**config.mk**
```make
export PLATFORM = sky130hd
export DESIGN_NAME = tcb_cmn_gpio_irq_flat
export DESIGN_NICKNAME = d
export VERILOG_FILES = /design/src/rtl/tcb_cmn_gpio_irq_if.sv /design/src/rtl/tcb_cmn_gpio_irq.sv /design/src/flat_wrapper.sv
export SDC_FILE = /design/constraint.sdc
export NUM_CORES = 1
export LEC_CHECK = 0
export BUFFER_PORTS_ARGS = -buffer_cell sky130_fd_sc_hd__buf_2
export CAP_MARGIN = 20
export CORE_MARGIN = 1.5
export CORE_UTILIZATION = 52
export DETAILED_ROUTE_END_ITERATION = 16
export GPL_TIMING_DRIVEN = 0
export PLACE_DENSITY = 0.78
export SETUP_SLACK_MARGIN = 0.02
export SYNTH_ARGS = -nofsm -noshare
export SYNTH_HDL_FRONTEND = slang
export SYNTH_SLANG_ARGS = --single-unit
```
**constraint.sdc**
```tcl
create_clock -name clk -period 2.2 [get_ports clk]
set_clock_uncertainty 0.2 [all_clocks]
set_input_delay 0.33 -clock clk [delete_from_list [all_inputs] [get_ports clk]]
set_output_delay 0.33 -clock clk [all_outputs]
set_load 0.05 [all_outputs]
```
**src/rtl/tcb_cmn_gpio_irq_if.sv**
```systemverilog
// TCB common read/write channel used by tcb_cmn_gpio_irq.
// The manager drives vld/req; the subordinate drives rdy/rsp; trn marks a completed transfer.
interface tcb_if #(
   parameter int unsigned ABW = 32,
   parameter int unsigned DBW = 32,
   parameter int unsigned DLY = 0
) ();

   typedef struct packed {
      logic             wen;
      logic [ABW-1:0]   adr;
      logic [DBW/8-1:0] ben;
      logic [DBW-1:0]   wdt;
   } req_t;

   typedef struct packed {
      logic [DBW-1:0] rdt;
      logic           sts;
   } rsp_t;

   logic vld;
   logic rdy;
   logic trn;
   req_t req;
   rsp_t rsp;

   assign trn = vld & rdy;

   modport man (output vld, req, input rdy, rsp, trn);
   modport sub (input vld, req, trn, output rdy, rsp);

endinterface

```
**src/rtl/tcb_cmn_gpio_irq.sv**
```systemverilog
// GPIO peripheral on a zero-latency TCB channel with input synchronizer and
// optional edge-detect interrupt logic, enabled by defining TCB_CMN_GPIO_IRQ_EN.
module tcb_cmn_gpio_irq #(
   parameter int unsigned GW      = 32,
   parameter int unsigned CFG_CDC = 2
) (
   input  logic          clk,
   input  logic          rst,
   output logic [GW-1:0] gpio_o,
   output logic [GW-1:0] gpio_e,
   input  logic [GW-1:0] gpio_i,
   output logic          irq,
   tcb_if.sub            tcb
);

   localparam logic [3:0] A_OUT     = 4'd0;
   localparam logic [3:0] A_OE      = 4'd1;
   localparam logic [3:0] A_IN      = 4'd2;
   localparam logic [3:0] A_SET     = 4'd3;
   localparam logic [3:0] A_CLR     = 4'd4;
   localparam logic [3:0] A_TGL     = 4'd5;
   localparam logic [3:0] A_RISE_EN = 4'd6;
   localparam logic [3:0] A_FALL_EN = 4'd7;
   localparam logic [3:0] A_STATUS  = 4'd8;
   localparam logic [3:0] A_IRQ_EN  = 4'd9;

   if (tcb.DLY != 0) begin : g_bad_dly
      $error("tcb_cmn_gpio_irq: TCB DLY must be 0");
   end
   if (tcb.DBW != 32) begin : g_bad_dbw
      $error("tcb_cmn_gpio_irq: TCB DBW must be 32");
   end
   if (GW < 1 || GW > 32) begin : g_bad_gw
      $error("tcb_cmn_gpio_irq: GW must be in 1..32");
   end

   logic [3:0]    idx;
   logic          wr_en;
   logic [GW-1:0] wr_data;
   logic [GW-1:0] in_w;
   logic [31:0]   rd_data;
   logic          unused_w;

   logic [GW-1:0] out_q, out_d;
   logic [GW-1:0] oe_q, oe_d;

   assign idx     = tcb.req.adr[5:2];
   assign wr_en   = tcb.trn & tcb.req.wen;
   assign wr_data = tcb.req.wdt[GW-1:0];
   assign unused_w = ^{tcb.req.adr, tcb.req.ben, tcb.req.wdt};

   assign tcb.rdy     = 1'b1;
   assign tcb.rsp.sts = 1'b0;
   assign tcb.rsp.rdt = rd_data;

   assign gpio_o = out_q;
   assign gpio_e = oe_q;

   // Pin inputs pass through CFG_CDC flops; depth 0 exposes the raw pins.
   if (CFG_CDC == 0) begin : g_no_sync
      assign in_w = gpio_i;
   end else begin : g_sync
      logic [GW-1:0] sync_q [CFG_CDC];
      logic [GW-1:0] sync_d [CFG_CDC];

      always_comb begin
         sync_d[0] = gpio_i;
         for (int i = 1; i < int'(CFG_CDC); i++) begin
            sync_d[i] = sync_q[i-1];
         end
      end

      always_ff @(posedge clk or negedge rst) begin
         if (!rst) begin
            for (int i = 0; i < int'(CFG_CDC); i++) begin
               sync_q[i] <= '0;
            end
         end else begin
            for (int i = 0; i < int'(CFG_CDC); i++) begin
               sync_q[i] <= sync_d[i];
            end
         end
      end

      assign in_w = sync_q[CFG_CDC-1];
   end

   always_comb begin
      out_d = out_q;
      oe_d  = oe_q;
      if (wr_en) begin
         case (idx)
            A_OUT:   out_d = wr_data;
            A_OE:    oe_d  = wr_data;
            A_SET:   out_d = out_q | wr_data;
            A_CLR:   out_d = out_q & ~wr_data;
            A_TGL:   out_d = out_q ^ wr_data;
            default: ;
         endcase
      end
   end

   always_ff @(posedge clk or negedge rst) begin
      if (!rst) begin
         out_q <= '0;
         oe_q  <= '0;
      end else begin
         out_q <= out_d;
         oe_q  <= oe_d;
      end
   end

`ifdef TCB_CMN_GPIO_IRQ_EN
   logic [GW-1:0] rise_en_q, rise_en_d;
   logic [GW-1:0] fall_en_q, fall_en_d;
   logic [GW-1:0] irq_en_q, irq_en_d;
   logic [GW-1:0] status_q, status_d;
   logic [GW-1:0] p_q, p_d;
   logic          irq_q, irq_d;
   logic [GW-1:0] evt;

   // Events come only from IN/P transitions; a W1C and a new event on the same bit leave it set.
   always_comb begin
      rise_en_d = rise_en_q;
      fall_en_d = fall_en_q;
      irq_en_d  = irq_en_q;
      if (wr_en) begin
         case (idx)
            A_RISE_EN: rise_en_d = wr_data;
            A_FALL_EN: fall_en_d = wr_data;
            A_IRQ_EN:  irq_en_d  = wr_data;
            default:   ;
         endcase
      end
      evt      = (in_w & ~p_q & rise_en_q) | (~in_w & p_q & fall_en_q);
      status_d = status_q;
      if (wr_en && (idx == A_STATUS)) begin
         status_d = status_q & ~wr_data;
      end
      status_d = status_d | evt;
      p_d      = in_w;
      irq_d    = |(status_q & irq_en_q);
   end

   always_ff @(posedge clk or negedge rst) begin
      if (!rst) begin
         rise_en_q <= '0;
         fall_en_q <= '0;
         irq_en_q  <= '0;
         status_q  <= '0;
         p_q       <= '0;
         irq_q     <= 1'b0;
      end else begin
         rise_en_q <= rise_en_d;
         fall_en_q <= fall_en_d;
         irq_en_q  <= irq_en_d;
         status_q  <= status_d;
         p_q       <= p_d;
         irq_q     <= irq_d;
      end
   end

   assign irq = irq_q;

   always_comb begin
      rd_data = '0;
      case (idx)
         A_OUT:     rd_data[GW-1:0] = out_q;
         A_OE:      rd_data[GW-1:0] = oe_q;
         A_IN:      rd_data[GW-1:0] = in_w;
         A_RISE_EN: rd_data[GW-1:0] = rise_en_q;
         A_FALL_EN: rd_data[GW-1:0] = fall_en_q;
         A_STATUS:  rd_data[GW-1:0] = status_q;
         A_IRQ_EN:  rd_data[GW-1:0] = irq_en_q;
         default:   ;
      endcase
   end
`else
   assign irq = 1'b0;

   always_comb begin
      rd_data = '0;
      case (idx)
         A_OUT:   rd_data[GW-1:0] = out_q;
         A_OE:    rd_data[GW-1:0] = oe_q;
         A_IN:    rd_data[GW-1:0] = in_w;
         default: ;
      endcase
   end
`endif

endmodule

```
**src/flat_wrapper.sv**
```systemverilog
// flat-port wrapper written by rule: the top's interface ports become plain ports
module tcb_cmn_gpio_irq_flat 
#(
   parameter int unsigned GW      = 32,
   parameter int unsigned CFG_CDC = 2
)
  (clk, rst, gpio_o, gpio_e, gpio_i, irq, tcb_vld, tcb_req, tcb_rdy, tcb_rsp);
  tcb_if #(.ABW(32), .DBW(32), .DLY(0)) tcb_i ();
  input  logic clk;
  input  logic rst;
  output logic [GW-1:0] gpio_o;
  output logic [GW-1:0] gpio_e;
  input  logic [GW-1:0] gpio_i;
  output logic irq;
  input wire logic [$bits(tcb_i.vld)-1:0] tcb_vld;
  input wire logic [$bits(tcb_i.req)-1:0] tcb_req;
  output wire logic [$bits(tcb_i.rdy)-1:0] tcb_rdy;
  output wire logic [$bits(tcb_i.rsp)-1:0] tcb_rsp;
  assign tcb_i.vld = tcb_vld;
  assign tcb_i.req = tcb_req;
  assign tcb_rdy = tcb_i.rdy;
  assign tcb_rsp = tcb_i.rsp;
  tcb_cmn_gpio_irq #(.GW(GW), .CFG_CDC(CFG_CDC)) u_core (.clk(clk), .rst(rst), .gpio_o(gpio_o), .gpio_e(gpio_e), .gpio_i(gpio_i), .irq(irq), .tcb(tcb_i));
endmodule
```
---- After elaboration in Yosys (flattened, before gate mapping) ----
Cells that the tools add are included.
cells by class
  equality and inequality tests ........... 5
  muxes and demuxes ....................... 2
  bitwise logic cells ..................... 5
  reductions and logical operators ........ 4
operators with widths
  cell                                                             number
  32-bit one-hot mux with 4 select lines                           1
  32-bit one-hot mux with 3 select lines                           1
  32-bit bitwise AND                                               1
  32-bit inverter                                                  1
  32-bit bitwise OR                                                1
  32-bit XOR                                                       1
  4-bit by 2-bit == test with 1-bit output, second input constant  2
  4-bit by 3-bit == test with 1-bit output, second input constant  2
  4-bit by 1-bit == test with 1-bit output, second input constant  1
  4-bit zero test                                                  1
  2-bit AND reduction                                              2
  4-bit nonzero test                                               1
  1-bit bitwise AND                                                1
word-level totals
  register bits ........................... 128
  input port bits ......................... 104
  output and inout bits ................... 99
  word-level logic and storage cells ...... 20

---- Logic depth before layout (Yosys ltp) ----
Gate-level depths: netlist of the first run.
  depth after elaboration ................. 3
  depth in mapped cells ................... 8
  gate-level depth less buffers ........... 6

---- Worst setup path after synthesis of the first run ----
No wires, ideal clock.
  kind .................................... input to output
  start ................................... in tcb_req[39]
  end ..................................... out tcb_rsp[10]
  data arrival time ....................... 1.738 ns
  data required time ...................... 1.670 ns
  path slack .............................. -0.068 ns
  stages .................................. 5
  path buffers ............................ 2
  cells stage by stage .................... buf_2 > nor4_1 > clkbuf_1 > a222oi_1 > inv_1
on the way
  word-level cells in the longest chain between the ends .. 2
  elaborated cells between the ends (all ways) .. 4
  classes of those cells .................. eq/ne (2); mux (1); reduce/logical (1)
RTL lines
  element                                                                 RTL line                 RTL
  start: declaration                                                      flat_wrapper.sv:16       input wire logic [$bits(tcb_i.req)-1:0] tcb_req;
  4-bit by 2-bit == test with 1-bit output, or another cell as far along  tcb_cmn_gpio_irq.sv:183  case (idx)
  32-bit one-hot mux with 3 select lines *                                tcb_cmn_gpio_irq.sv:183
  end: declaration                                                        flat_wrapper.sv:18       output wire logic [$bits(tcb_i.rsp)-1:0] tcb_rsp;
Mark *: on every way between the ends. The rest lies on a longest branch, timed or not.

---- Worst setup path in the final report of the first run ----
  start ................................... in tcb_req[40]
  end ..................................... out tcb_rsp[27]
The elaborated chain is that of the path after synthesis.

==> results.toml, run 1 <==
[global_routing]
grt_pass1_wl_um = 32000
grt_max_degree = 74
antenna_found_initial = 0
grt_overflow = 0
grt_pass1_vias = 6284
globalRouteTotalUtil_pct = 31.5

[route]
first_pass_iters = 5
drt_iter0_markers = 623
wl_met2_um = 10600
ant_nets = 0
drc = 0
num_vias = 6136
wl_met3_um = 1400
top_layer_used = "met4"
drt-met1-wl_um = 8400
wire_per_inst_um = 19.4
finalWirelength_um = 20800
viasPerCell = 5.73

[final_layout]
layout.cells.non_filler = 1070
drive_gt1_share_pct = 33.4
n_antenna_cell = 0
area_growth_pct = 38.7
final_area_um2 = 9330
final_nets = 1053
num-fill-cells = 859
final_core_util_pct = 73.9

[min_path]
hold_path.class = "reg2reg"

[status]
status = "complete, no violations"

[clock_tree]
clock_sinks = 128
cts_tree = "built"
clk_latency_ns = 0.42
htree_levels = 4
cts_buffers = 17
cts.reportedPaths.clkPinSlew_ns = 0.06
cts_buffer_depth = 2
cts_root_buf = "clkbuf_16"

[timing]
relSlewSlack_pct = 61.8
period_minus_slack_ns = 2.13
finalMaxSlewViolations = 0
fin_crit_sh_pct = 96.9
hold_slack_ns = 0.146
setup_viol = 0
worst_pin_slew_ns = 0.572
setup_slack_ns = 0.0692
rsz0062_at_grt = "yes"
max_freq_mhz = 469
final.setup.tns_ns = 0
hold_viol = 0

[place]
post_dp_cell_area_um2 = 7800
gp_congestion = 0.909
dp_slack_ns = -0.747
port_buffers = 164
place_inst = 967
dp_hpwl_um = 13500

[setup_path]
criticalPathCategory = "in2out"
cp-start-kind = "input port"
r2r-start = "u_core.gpio_o[27]$_DFFE_PN0P_"
max_stage_delay_ns = 0.37
cp-end-kind = "output pin"
cp.required_ns = 1.67
endpoint = "tcb_rsp[27]"
regToRegEndpoint = "u_core.gpio_o[27]$_DFFE_PN0P_"
worstPathArrival_ns = 1.60
crit_path_max_fanout = 10
r2r_cells = 6
cp-startpoint = "tcb_req[40]"
reg2reg_slack_ns = 0.35
slowest_stage = "nor4b_4"
path_cells = "clkbuf_4, nor4b_4, clkbuf_8, a222oi_1, inv_2, buf_2"

[floorplanning]
fp.dieW_um = 117
die_area_um2 = 13600
die_y_um = 117
start_util_pct = 53.3
io_pins = 203
coreArea_um2 = 12600
std_cell_rows = 41

[logic_synthesis]
synth_edf_count = 0
ys_seq_elements = 128
syn_area_um2 = 6720
syn_avg_cell_area_um2 = 10.7
ys_warn_count = 0
async_flop_share_pct = 100
post_synth_num_cell_types = 31
syn_inst = 628
ys.flop_type = "dfrtp_1"
synth_seq_area_share_pct = 47.6

[power]
power_mw = 8.44
ir_worst_vdd_uv = 728
cellPowerDensity_nw_per_um2 = 905
leakage_nw = 4.76

[job]
drv_cap = 0
flip-flops by register name, indices dropped and copies added, names as in the netlist:
register              cells
u_core.gpio_o            32
u_core.g_sync.sync_d     32
u_core.in_w              32
u_core.gpio_e            32
power breakdown:
part	switching [mW]	internal, mW	total (mW)
Combinational	1.87	0.814	2.68
Sequential	0.357	2.68	3.04
Clock	1.12	1.60	2.72
synth_stat cells, types with 2 or more instances:
| cell type | n | area, um^2 |
|---|---|---|
| buf_4 | 6 | 45.0 |
| or2_1 | 2 | 12.5 |
| buf_6 | 3 | 33.8 |
| nor2_1 | 32 | 120 |
| conb_1 | 2 | 7.51 |
| clkbuf_1 | 28 | 105 |
| o2bb2ai_1 | 16 | 140 |
| mux2i_1 | 16 | 160 |
| ha_1 | 64 | 801 |
| mux2_2 | 27 | 304 |
| o21ai_1 | 2 | 10.0 |
| inv_1 | 112 | 420 |
| buf_2 | 16 | 80.1 |
| a21oi_1 | 16 | 80.1 |
| a222oi_1 | 32 | 320 |
| o21ai_0 | 62 | 310 |
| o32ai_1 | 16 | 140 |
| mux2_1 | 5 | 56.3 |
| o31ai_1 | 16 | 120 |
| nand3b_1 | 2 | 15.0 |
| dfrtp_1 | 128 | 3200 |
| a221oi_1 | 16 | 140 |
cell type report:
class	instances	area (um^2)	share of cell area, %
Sequential cell	128	3200	34.3
Buffer	53	363	3.89
Tap cell	172	215	2.31
Clock inverter	13	130	1.40
Clock buffer	19	443	4.75
Multi-Input combinational cell	336	2860	30.7
Inverter	112	420	4.51
Timing Repair Buffer	237	1690	18.1
worst min path at each step:
| stage | startpoint | end | slack (ns) | depth (start not counted) |
|---|---|---|---|---|
| global route | u_core.g_sync.sync_d[20]$_DFF_PN0_ | u_core.in_w[20]$_DFF_PN0_ | 0.15 | 0 |
| finish | u_core.g_sync.sync_d[10]$_DFF_PN0_ | u_core.in_w[10]$_DFF_PN0_ | 0.15 | 0 |
| global placement | u_core.g_sync.sync_d[10]$_DFF_PN0_ | u_core.in_w[10]$_DFF_PN0_ | 0.13 | 0 |
| detailed placement | rst | u_core.in_w[4]$_DFF_PN0_ | 0.12 | 1 |
| floorplan | rst | u_core.g_sync.sync_d[0]$_DFF_PN0_ | -0.17 | 0 |
| CTS | u_core.g_sync.sync_d[25]$_DFF_PN0_ | u_core.in_w[25]$_DFF_PN0_ | 0.15 | 0 |
layout by cell type, fill, tap and decap left out, types with 17 or more instances in the layout:
master,netlist,layout
buf_2,16,144
dfrtp_1,128,128
inv_1,112,80
dlygate4sd3_1,0,65
ha_1,64,64
o21ai_0,62,62
buf_4,6,33
a222oi_1,32,32
inv_2,0,32
nor2_1,32,32
mux2_2,27,27
clkbuf_1,28,21
clkbuf_16,0,17
cells by family (layout without fill, tap and decap cells):
group	Yosys count	in the layout	share of synthesized area [%]
compound gates	176	176	18.8
xor+xnor	1	1	0.242
fa+ha+maj	64	64	11.9
buf+inv	165	434	10.2
flops	128	128	47.6
mux	48	48	7.74
other cells	2	3	0.112
simple gates	44	44	3.42
timing repair:
item                                    4_1_cts  5_1_grt
hold buffers                                 65        0
pin swaps                                     4       13
buffers inserted                              4        3
endpoints found under the setup margin       32       32
resized for setup                            50       43
endpoints found under the hold margin       119        0
routing by layer:
metal,track usage (%),vias to the layer above
met5,0,-
met4,13.1,0
met3,6.85,34
met2,54.6,303
met1,38.1,3077
li1,-,2722
critical path, delay by kind of cell:
kind	cells	cell delay, ns
AOI/OAI and AO/OA	1	0.13
buffers and inverters	4	0.76
and+or+nand+nor	1	0.37
No activity file was read; power rests on OpenSTA's default activity.
==> inputs of run 2 (changes only) <==
--- a/config.mk
+++ b/config.mk
@@ -12,7 +12,7 @@
 export DETAILED_ROUTE_END_ITERATION = 16
 export GPL_TIMING_DRIVEN = 0
 export PLACE_DENSITY = 0.78
-export SETUP_SLACK_MARGIN = 0.02
+export SETUP_SLACK_MARGIN = 0.1
 export SYNTH_ARGS = -nofsm -noshare
 export SYNTH_HDL_FRONTEND = slang
 export SYNTH_SLANG_ARGS = --single-unit
==> run 2 against run 1 <==
Sequential share of layout area is 0.52 points lower. Register-to-register slack gained 0.04 ns. Critical path depth up 1. Combinational power barely moved. Power is 2.1% higher. First-iteration DRC count rose by 4.2%. Sequential power hardly changed. Largest cell class unchanged. Cell area increased by 1.5%. Clock-buffer cell count unchanged. Flip-flop and latch count is the same. Largest power group unchanged. Clock power up 7%. Critical endpoint is now tcb_rsp[28]. Via count increased by 0.57%.
==> results.toml, run 2 (synthesized netlist as in run 1, its figures left out) <==
[status]
status = "complete, no violations"

[floorplanning]
fp.dieW_um = 117
std_cell_rows = 41
die_area_um2 = 13600
io_pins = 203
die_y_um = 117
coreArea_um2 = 12600
start_util_pct = 53.3

[timing]
rsz0062_at_grt = "yes"
period_minus_slack_ns = 2.07
hold_slack_ns = 0.130
hold_viol = 0
fin_crit_sh_pct = 94.2
max_freq_mhz = 483
relSlewSlack_pct = 62.3
finalMaxSlewViolations = 0
setup_slack_ns = 0.128
setup_viol = 0
worst_pin_slew_ns = 0.565

[setup_path]
cp-start-kind = "input port"
regToRegEndpoint = "u_core.gpio_o[27]$_DFFE_PN0P_"
crit_path_max_fanout = 10
reg2reg_slack_ns = 0.39
criticalPathCategory = "in2out"
cp.required_ns = 1.67
cp-end-kind = "output pin"
worstPathArrival_ns = 1.54
r2r_cells = 6
r2r-start = "u_core.gpio_o[27]$_DFFE_PN0P_"

[route]
drc = 0
num_vias = 6171
finalWirelength_um = 20600
wire_per_inst_um = 19.1
viasPerCell = 5.75
ant_nets = 0
first_pass_iters = 8
drt_iter0_markers = 649

[final_layout]
drive_gt1_share_pct = 33.5
mostFrequentLayoutCell = "buf_2"
layout.cells.non_filler = 1074
layout_common_cells = "buf_2 (142), dfrtp_1 (128), inv_1 (82), dlygate4sd3_1 (65), ha_1 (64)"
area_growth_pct = 40.8
final_core_util_pct = 75.0
final_nets = 1056

[place]
port_buffers = 164
gp_congestion = 0.896
place_inst = 966
dp_slack_ns = -0.674
dp_hpwl_um = 13400

[global_routing]
grt_overflow = 0
grt_pass1_wl_um = 31600
grt_pass1_vias = 6323
antenna_found_initial = 1
globalRouteTotalUtil_pct = 31.0
grt_max_degree = 88

[clock_tree]
clock_sinks = 128
cts_tree = "built"
htree_levels = 4
cts_buffers = 17
cts.reportedPaths.clkPinSlew_ns = 0.06
clk_latency_ns = 0.42
cts_buffer_depth = 2
cts_root_buf = "clkbuf_16"

[min_path]
hp-start = "tcb_req[41]"
hold_path.class = "in2reg"
hold_path_end = "u_core.gpio_o[31]$_DFFE_PN0P_"
hold_path_depth = 3

[power]
leakage_nw = 4.83
ir_worst_vdd_uv = 687
cellPowerDensity_nw_per_um2 = 910
power_mw = 8.62

[job]
drv_cap = 0
## run 2: power by group
group | total, mW | internal (mW) | switching (mW)
sequential | 3.03 | 2.68 | 0.350
combinational | 2.69 | 0.824 | 1.86
clock | 2.90 | 1.84 | 1.06
total | 8.62 | 5.35 | 3.27
## run 2: layout make-up
cell class | count | area, um^2
flip-flops and latches | 128 | 3200
fillers | 835 | 3150
multi-input cells | 336 | 2860
repair buffers | 240 | 1730
clock buffers | 19 | 453
inverters | 112 | 420
plain buffers | 53 | 415
well taps | 172 | 215
clock inverters | 13 | 163
diodes | 1 | 2.50
## run 2: timing repair
action,in CTS,in global routing
gates resized for setup,77,20
gates cloned,0,1
endpoints found under the setup margin,32,32
hold buffers,65,0
hold endpoints to repair,105,0
buffers inserted,5,7
pin swaps,32,5
## run 2: through the flow
stage                     area [um^2]  TNS (ns)
final                            9470         0
after global routing             9470         0
after CTS                        9370         0
after detailed placement         7800    -20.65
after global placement           7770   -152.78
after floorplan                  6730         0
## run 2: how the worst max path moves through the flow
stage                start                                  to  slack [ns]  depth (start not counted)
2_1_floorplan  tcb_req[38]                         tcb_rsp[10]        0.11                          5
3_3_place_gp           rst  u_core.g_sync.sync_d[26]$_DFF_PN0_       -1.06                          1
3_5_place_dp   tcb_req[39]                          tcb_rsp[2]       -0.67                          6
4_1_cts        tcb_req[39]                         tcb_rsp[26]        0.07                          7
5_1_grt        tcb_req[39]                         tcb_rsp[11]        0.07                          7
6_report       tcb_req[39]                         tcb_rsp[28]        0.13                          7
## run 2: critical path, stage by stage
cell and delay, ns:
buf_12 0.11, nor4b_4 0.13, buf_4 0.14, clkbuf_16 0.17
a222oi_1 0.38, inv_2 0.07, buf_4 0.20
## run 2: layer usage
layer  vias up  part of all wire (%)  track usage, %
met5         -                     0               0
met1      3078                    39            38.5
met3        47                   7.2            6.02
met2       318                    51            52.2
li1       2728                     -               -
met4         0                   2.8            14.9
